$ cat src/rtl/multicycle_mdu.sv
// Multi-cycle RV32M multiply/divide unit: 32-cycle shift-add multiplier and restoring divider.
// The divider datapath is built only when MULTICYCLE_MDU_DIV_EN is defined; otherwise divides return 0.
module multicycle_mdu (
  input  logic        clk,
  input  logic        reset,
  input  logic        start,
  input  logic [2:0]  funct3,
  input  logic [31:0] rs1_val,
  input  logic [31:0] rs2_val,
  output logic        busy,
  output logic        done,
  output logic [31:0] result
);

  localparam int unsigned XLEN = 32;
  localparam int unsigned PW   = 2 * XLEN;
  localparam int unsigned CW   = 5;

  typedef enum logic [1:0] {
    S_IDLE = 2'd0,
    S_MUL  = 2'd1,
    S_DIV  = 2'd2,
    S_DONE = 2'd3
  } state_t;

  state_t          state_q, state_d;
  logic [CW-1:0]   cnt_q, cnt_d;
  logic            busy_q, busy_d;
  logic            done_q, done_d;
  logic [XLEN-1:0] result_q, result_d;
  logic            hi_q, hi_d;
  logic [PW-1:0]   prod_q, prod_d;
  logic [PW-1:0]   mcand_q, mcand_d;
  logic [XLEN-1:0] mplier_q, mplier_d;

  logic            accept;
  logic            last;
  logic            a_sgn, b_neg;
  logic [PW-1:0]   a_ext;
  logic [PW-1:0]   prod_nx;

  assign accept = start && ((state_q == S_IDLE) || (state_q == S_DONE));
  assign last   = (cnt_q == CW'(XLEN - 1));

  // Negative multipliers are folded into the multiplicand so only 32 add steps are needed.
  assign a_sgn   = (funct3[1:0] == 2'b01) || (funct3[1:0] == 2'b10);
  assign b_neg   = (funct3[1:0] == 2'b01) && rs2_val[31];
  assign a_ext   = {{XLEN{a_sgn & rs1_val[31]}}, rs1_val};
  assign prod_nx = prod_q + (mplier_q[0] ? mcand_q : '0);

`ifdef MULTICYCLE_MDU_DIV_EN
  logic [XLEN-1:0] rem_q, rem_d;
  logic [XLEN-1:0] quo_q, quo_d;
  logic [XLEN-1:0] dvsr_q, dvsr_d;
  logic            qneg_q, qneg_d;
  logic            rneg_q, rneg_d;
  logic            isrem_q, isrem_d;

  logic            div_sgn, div_zero, div_ovf, ge;
  logic [XLEN-1:0] a_mag, b_mag, rem_nx, quo_nx;
  logic [XLEN:0]   shifted;

  assign div_sgn  = ~funct3[0];
  assign div_zero = (rs2_val == '0);
  assign div_ovf  = div_sgn && (rs1_val == 32'h8000_0000) && (rs2_val == 32'hFFFF_FFFF);
  assign a_mag    = (div_sgn && rs1_val[31]) ? -rs1_val : rs1_val;
  assign b_mag    = (div_sgn && rs2_val[31]) ? -rs2_val : rs2_val;

  // One restoring step: quotient register shifts dividend bits into the partial remainder.
  assign shifted = {rem_q, quo_q[XLEN-1]};
  assign ge      = (shifted >= {1'b0, dvsr_q});
  assign rem_nx  = ge ? XLEN'(shifted - {1'b0, dvsr_q}) : shifted[XLEN-1:0];
  assign quo_nx  = {quo_q[XLEN-2:0], ge};
`endif

  always_ff @(posedge clk) begin
    if (reset) begin
      state_q  <= S_IDLE;
      cnt_q    <= '0;
      busy_q   <= 1'b0;
      done_q   <= 1'b0;
      result_q <= '0;
      hi_q     <= 1'b0;
      prod_q   <= '0;
      mcand_q  <= '0;
      mplier_q <= '0;
`ifdef MULTICYCLE_MDU_DIV_EN
      rem_q    <= '0;
      quo_q    <= '0;
      dvsr_q   <= '0;
      qneg_q   <= 1'b0;
      rneg_q   <= 1'b0;
      isrem_q  <= 1'b0;
`endif
    end else begin
      state_q  <= state_d;
      cnt_q    <= cnt_d;
      busy_q   <= busy_d;
      done_q   <= done_d;
      result_q <= result_d;
      hi_q     <= hi_d;
      prod_q   <= prod_d;
      mcand_q  <= mcand_d;
      mplier_q <= mplier_d;
`ifdef MULTICYCLE_MDU_DIV_EN
      rem_q    <= rem_d;
      quo_q    <= quo_d;
      dvsr_q   <= dvsr_d;
      qneg_q   <= qneg_d;
      rneg_q   <= rneg_d;
      isrem_q  <= isrem_d;
`endif
    end
  end

  always_comb begin
    state_d  = state_q;
    cnt_d    = cnt_q;
    result_d = result_q;
    hi_d     = hi_q;
    prod_d   = prod_q;
    mcand_d  = mcand_q;
    mplier_d = mplier_q;
`ifdef MULTICYCLE_MDU_DIV_EN
    rem_d    = rem_q;
    quo_d    = quo_q;
    dvsr_d   = dvsr_q;
    qneg_d   = qneg_q;
    rneg_d   = rneg_q;
    isrem_d  = isrem_q;
`endif

    unique case (state_q)
      S_MUL: begin
        prod_d   = prod_nx;
        mcand_d  = mcand_q << 1;
        mplier_d = mplier_q >> 1;
        cnt_d    = cnt_q + CW'(1);
        if (last) begin
          state_d  = S_DONE;
          result_d = hi_q ? prod_nx[PW-1:XLEN] : prod_nx[XLEN-1:0];
        end
      end
`ifdef MULTICYCLE_MDU_DIV_EN
      S_DIV: begin
        rem_d = rem_nx;
        quo_d = quo_nx;
        cnt_d = cnt_q + CW'(1);
        if (last) begin
          state_d  = S_DONE;
          result_d = isrem_q ? (rneg_q ? -rem_nx : rem_nx)
                             : (qneg_q ? -quo_nx : quo_nx);
        end
      end
`endif
      S_DONE:  state_d = S_IDLE;
      default: state_d = S_IDLE;
    endcase

    // Accepting a start overrides the DONE->IDLE return so back-to-back ops lose no cycle.
    if (accept) begin
      cnt_d = '0;
      if (!funct3[2]) begin
        state_d  = S_MUL;
        hi_d     = (funct3[1:0] != 2'b00);
        prod_d   = '0;
        mcand_d  = b_neg ? -a_ext : a_ext;
        mplier_d = b_neg ? -rs2_val : rs2_val;
      end else begin
`ifdef MULTICYCLE_MDU_DIV_EN
        if (div_zero) begin
          state_d  = S_DONE;
          result_d = funct3[1] ? rs1_val : 32'hFFFF_FFFF;
        end else if (div_ovf) begin
          state_d  = S_DONE;
          result_d = funct3[1] ? 32'h0 : 32'h8000_0000;
        end else begin
          state_d = S_DIV;
          rem_d   = '0;
          quo_d   = a_mag;
          dvsr_d  = b_mag;
          qneg_d  = div_sgn && (rs1_val[31] ^ rs2_val[31]);
          rneg_d  = div_sgn && rs1_val[31];
          isrem_d = funct3[1];
        end
`else
        state_d  = S_DONE;
        result_d = '0;
`endif
      end
    end

    busy_d = (state_d == S_MUL) || (state_d == S_DIV);
    done_d = (state_d == S_DONE);
  end

  assign busy   = busy_q;
  assign done   = done_q;
  assign result = result_q;

endmodule

$ cat config.mk
export PLATFORM = sky130hd
export DESIGN_NAME = multicycle_mdu
export DESIGN_NICKNAME = d
export VERILOG_FILES = /design/src/rtl/multicycle_mdu.sv
export SDC_FILE = /design/constraint.sdc
export NUM_CORES = 1
export LEC_CHECK = 0
export BUFFER_PORTS_ARGS = -buffer_cell sky130_fd_sc_hd__buf_2
export CELL_PAD_IN_SITES_DETAIL_PLACEMENT = 0
export CELL_PAD_IN_SITES_GLOBAL_PLACEMENT = 1
export CORE_ASPECT_RATIO = 0.75
export CORE_UTILIZATION = 40
export DETAILED_ROUTE_END_ITERATION = 12
export PLACE_DENSITY_LB_ADDON = 0.1
export SLEW_MARGIN = 20
export SYNTH_ARGS = -nofsm -noshare
export SYNTH_HDL_FRONTEND = slang
export SYNTH_SLANG_ARGS = --single-unit
$ cat constraint.sdc
create_clock -name clk -period 7.62 [get_ports clk]
set_input_delay 0.381 -clock clk [delete_from_list [all_inputs] [get_ports clk]]
set_output_delay 0.381 -clock clk [all_outputs]
set_load 0.05 [all_outputs]
==> reports/metrics.yaml <==
timing:
  grt_setup_unrepaired: "no"
  share_of_the_cycle_needed_by_the_critical_path_after_routing: 0.624
  hold_viol_final: 0
  finalSetupViolCount: 0
  max_slew_violation_count: 0
  worst_slew_margin_rel: 0.323
  fmax_ghz: 0.210
  clock_skew_ns: 0.0164
  fin_setup_tns_ns: 0
  finalWorstPathRequiredPeriod_ns: 4.76
  tightest_slew_ns: 1.02
placement:
  dp_hpwl_um: 32200
  place.port_buffers: 103
  numPlacedInstances: 2106
  gp_congestion: 0.956
clock_tree:
  cts_num_sinks: 202
  cts_setup_buffers: 0
  clock_tree_from_tritoncts: "yes"
  cts.path.max_buffers: 3
  buffer_cell_driving_the_clock_tree_root: "sky130_fd_sc_hd__clkbuf_16"
  ctsHoldBuffers: 0
  tritoncts_buffer_count: 24
  clkSlewWorstSetupHoldPaths_ns: 0.06
  htree_num_levels: 1
  cts.repair.resized: 0
  insertion_delay_ns: 0.54
die:
  floorplan.initialDensity: 0.412
  die_width_um: 214
  rows: 57
  i_o_pin_count: 104
  die_height_um: 161
  coreArea_sq_mm: 0.0328
  die_area_sq_mm: 0.0345
drt:
  drt_wl_total_um: 43800
  via_per_inst: 5.63
  routed_wire_length_per_instance_um: 20.4
  routed-via-count: 12100
  drt_pre_antenna_iters: 5
  drc: 0
  drt_first_iter_violations: 1127
  postRouteAntennaNets: 0
worst_setup_path:
  ff2ff_setup_slack_ns: 2.86
  setup.worst_path.start_class: "register"
  crit_cells: 14
  critical_path.max_stage_delay_ns: 0.92
  critical-path-top-delay-family: "compound AO/OA/AOI/OAI gates"
  critPathArrivalTime_ns: 5.12
  data_required_time_at_the_worst_endpoint_ns: 7.98
  crit_path_top_delay_cell: "sky130_fd_sc_hd__dfxtp_1"
  critical_path.cell_chain: "buf_4 > and2_1 > ha_1 > and3_1 > nor2b_1 > o2111ai_1 > nand3_1 > a221oi_1 > o21a_1 > o21ai_2 > a21oi_1 > a22oi_1 > xnor2_1 > o22ai_1"
  cp_class: "reg -> reg"
  reg2reg_depth: 14
  worst-path-max-fanout: 34
  cp.buffers_inverters: 1
  crit_path_end_kind: "register"
power_and_ir_drop:
  p_sw_frac: 0.288
  power-per-cell-area_mw_per_mm2: 191
  leakage_nw: 6.20
  vdd.ir_drop.worst_v: 0.000135
  finalPower_w: 0.00289
  cell_internal_pwr_w: 0.00206
  power.sequential.fraction: 0.409
  switchingPower_w: 0.000831
  combinationalPowerShare: 0.163
  power.clock.fraction: 0.428
synthesis:
  synth-async-reset-ratio: 0
  synth_common_cells: "sky130_fd_sc_hd__dfxtp_1 (202), sky130_fd_sc_hd__nor2_1 (199), sky130_fd_sc_hd__mux2i_1 (156)"
  mappedNetlistArea_sq_mm: 0.0135
  synthDistinctLibCells: 70
  synth.area.top_cells: "sky130_fd_sc_hd__dfxtp_1 (30%), sky130_fd_sc_hd__mux2i_1 (12%), sky130_fd_sc_hd__ha_1 (6.6%), sky130_fd_sc_hd__a21oi_1 (5.7%), sky130_fd_sc_hd__nor2_1 (5.5%)"
  synth_top_area_frac: 0.299
  netlist_instances: 1663
  synthMostInstantiatedCell: "sky130_fd_sc_hd__dfxtp_1"
  synth-edff-count: 0
  synth.ff_latch_count: 202
  fraction_of_the_yosys_area_taken_by_sequential_cells: 0.299
  syn-num-nets: 1805
  synth_flop_cell: "sky130_fd_sc_hd__dfxtp_1"
  yosysTopAreaCell: "sky130_fd_sc_hd__dfxtp_1"
  synth.avg_cell_area_sq_um: 8.12
  yosys_warnings: 0
finish:
  antenna_cells: 0
  instances_no_fill: 2149
  synthToLayoutAreaGrowth_pct: 11.7
  drive_above_1_share: 0.109
  postLayoutCoreUtil: 0.460
  final_nets: 1832
outcome:
  outcome: "complete, no violations"
flow_run:
  max_cap_violation_count: 0
worst_hold_path:
  worstHoldPathType: "in -> reg"
  timing.hold.worst_path_depth: 3
global_route:
  grt_start_max_net_pins: 82
  grt_first_pass_wirelength_um: 68200
  overall_overflow_remaining_after_global_route: 0
  grt_pass1_vias: 11400
  grt_antenna_before_repair: 0
  grt_usage: 0.250
## metal layers
metal | track usage | up-vias | share of wire | routed length (um)
li1 | - | 6014 | - | -
met1 | 0.397 | 5695 | 0.53 | 23200
met2 | 0.337 | 347 | 0.38 | 16600
met3 | 0.0576 | 35 | 0.077 | 3380
met4 | 0.0406 | 0 | 0.014 | 625
met5 | 0 | - | 0 | 0
## worst min-delay path, delay by kind of cell
kind	cells	cell delay, ns
and+or+nand+nor	1	0.05
buffers and inverters	1	0.12
AOI/OAI and AO/OA	1	0.05
## sequential cells by signal, indices dropped and copies added (netlist names)
name and cells:
result 32, done 1, cnt_q 5, state_q 2
mcand_q 64, mplier_q 32, prod_q 64, hi_q 1
busy 1
## power by group through the flow
stage,Clock [W],Sequential (W),Combinational [W]
4_1_cts,0.00126,0.00118,0.000470
2_1_floorplan,0,0.00118,0.000341
3_5_place_dp,0,0.00120,0.000466
5_1_grt,0.00131,0.00119,0.000514
6_report,0.00123,0.00118,0.000469
3_3_place_gp,0,0.00120,0.000465
## stage by stage
stage / hold WS, ns / setup slack, ns / area (sq um)
floorplan: 0.462 / 4.08 / 13500
global placement: 0.470 / 3.02 / 14200
detailed placement: 0.475 / 2.94 / 14200
CTS: 0.110 / 2.92 / 15100
global route: 0.126 / 2.52 / 15100
finish: 0.124 / 2.86 / 15100
## area by class of cell
cell class              count  area (sq um)
well taps                 442           553
clock inverters             8           125
fillers                  3297         17700
repair buffers            115           606
flip-flops and latches    202          4050
inverters                  34           128
multi-input cells        1313          8910
clock buffers              35           713
## cell families after synthesis
family	after synthesis	share of synthesized area
and+or+nand+nor	499	0.174
AOI/OAI and AO/OA	461	0.218
DFF	202	0.299
muxes	157	0.116
buffers and inverters	148	0.0439
xor gates and xnor gates	124	0.0804
adders and majority gates	72	0.0673
## cell usage in the layout (no fill, tap or decap), types with 7 or more instances in the layout
master | netlist | routed
sky130_fd_sc_hd__o21ai_0 | 71 | 71
sky130_fd_sc_hd__nor2_1 | 199 | 199
sky130_fd_sc_hd__and2_1 | 67 | 66
sky130_fd_sc_hd__o31ai_1 | 9 | 9
sky130_fd_sc_hd__a31oi_1 | 18 | 18
sky130_fd_sc_hd__xor2_1 | 52 | 52
sky130_fd_sc_hd__ha_1 | 71 | 70
sky130_fd_sc_hd__o22ai_1 | 7 | 7
sky130_fd_sc_hd__nor4_1 | 7 | 7
sky130_fd_sc_hd__buf_2 | 10 | 103
sky130_fd_sc_hd__o21bai_1 | 12 | 11
sky130_fd_sc_hd__nand2_1 | 100 | 99
sky130_fd_sc_hd__mux2i_1 | 156 | 156
sky130_fd_sc_hd__buf_4 | 0 | 12
sky130_fd_sc_hd__a21oi_1 | 154 | 153
sky130_fd_sc_hd__nand2b_1 | 15 | 14
sky130_fd_sc_hd__a21o_1 | 41 | 41
sky130_fd_sc_hd__clkbuf_16 | 0 | 25
sky130_fd_sc_hd__xnor2_1 | 72 | 72
sky130_fd_sc_hd__nor2b_1 | 12 | 12
sky130_fd_sc_hd__a211oi_1 | 80 | 80
sky130_fd_sc_hd__nor3_1 | 28 | 28
sky130_fd_sc_hd__o21a_1 | 10 | 10
sky130_fd_sc_hd__nand4_1 | 26 | 26
sky130_fd_sc_hd__nand3_1 | 16 | 16
sky130_fd_sc_hd__and3_1 | 7 | 7
sky130_fd_sc_hd__dfxtp_1 | 202 | 201
sky130_fd_sc_hd__inv_1 | 34 | 34
## path summary, 6_finish.rpt
kind	startpoint	to
worst max-delay path	mplier_q[0]$_SDFF_PP0_	prod_q[60]$_SDFF_PP0_
worst min register to register	prod_q[56]$_SDFF_PP0_	prod_q[56]$_SDFF_PP0_
worst max register to register	mplier_q[0]$_SDFF_PP0_	prod_q[60]$_SDFF_PP0_
worst min-delay path	rs1_val[0]	mcand_q[0]$_SDFF_PP0_
Note: power is estimated with default switching activity, not from simulation.
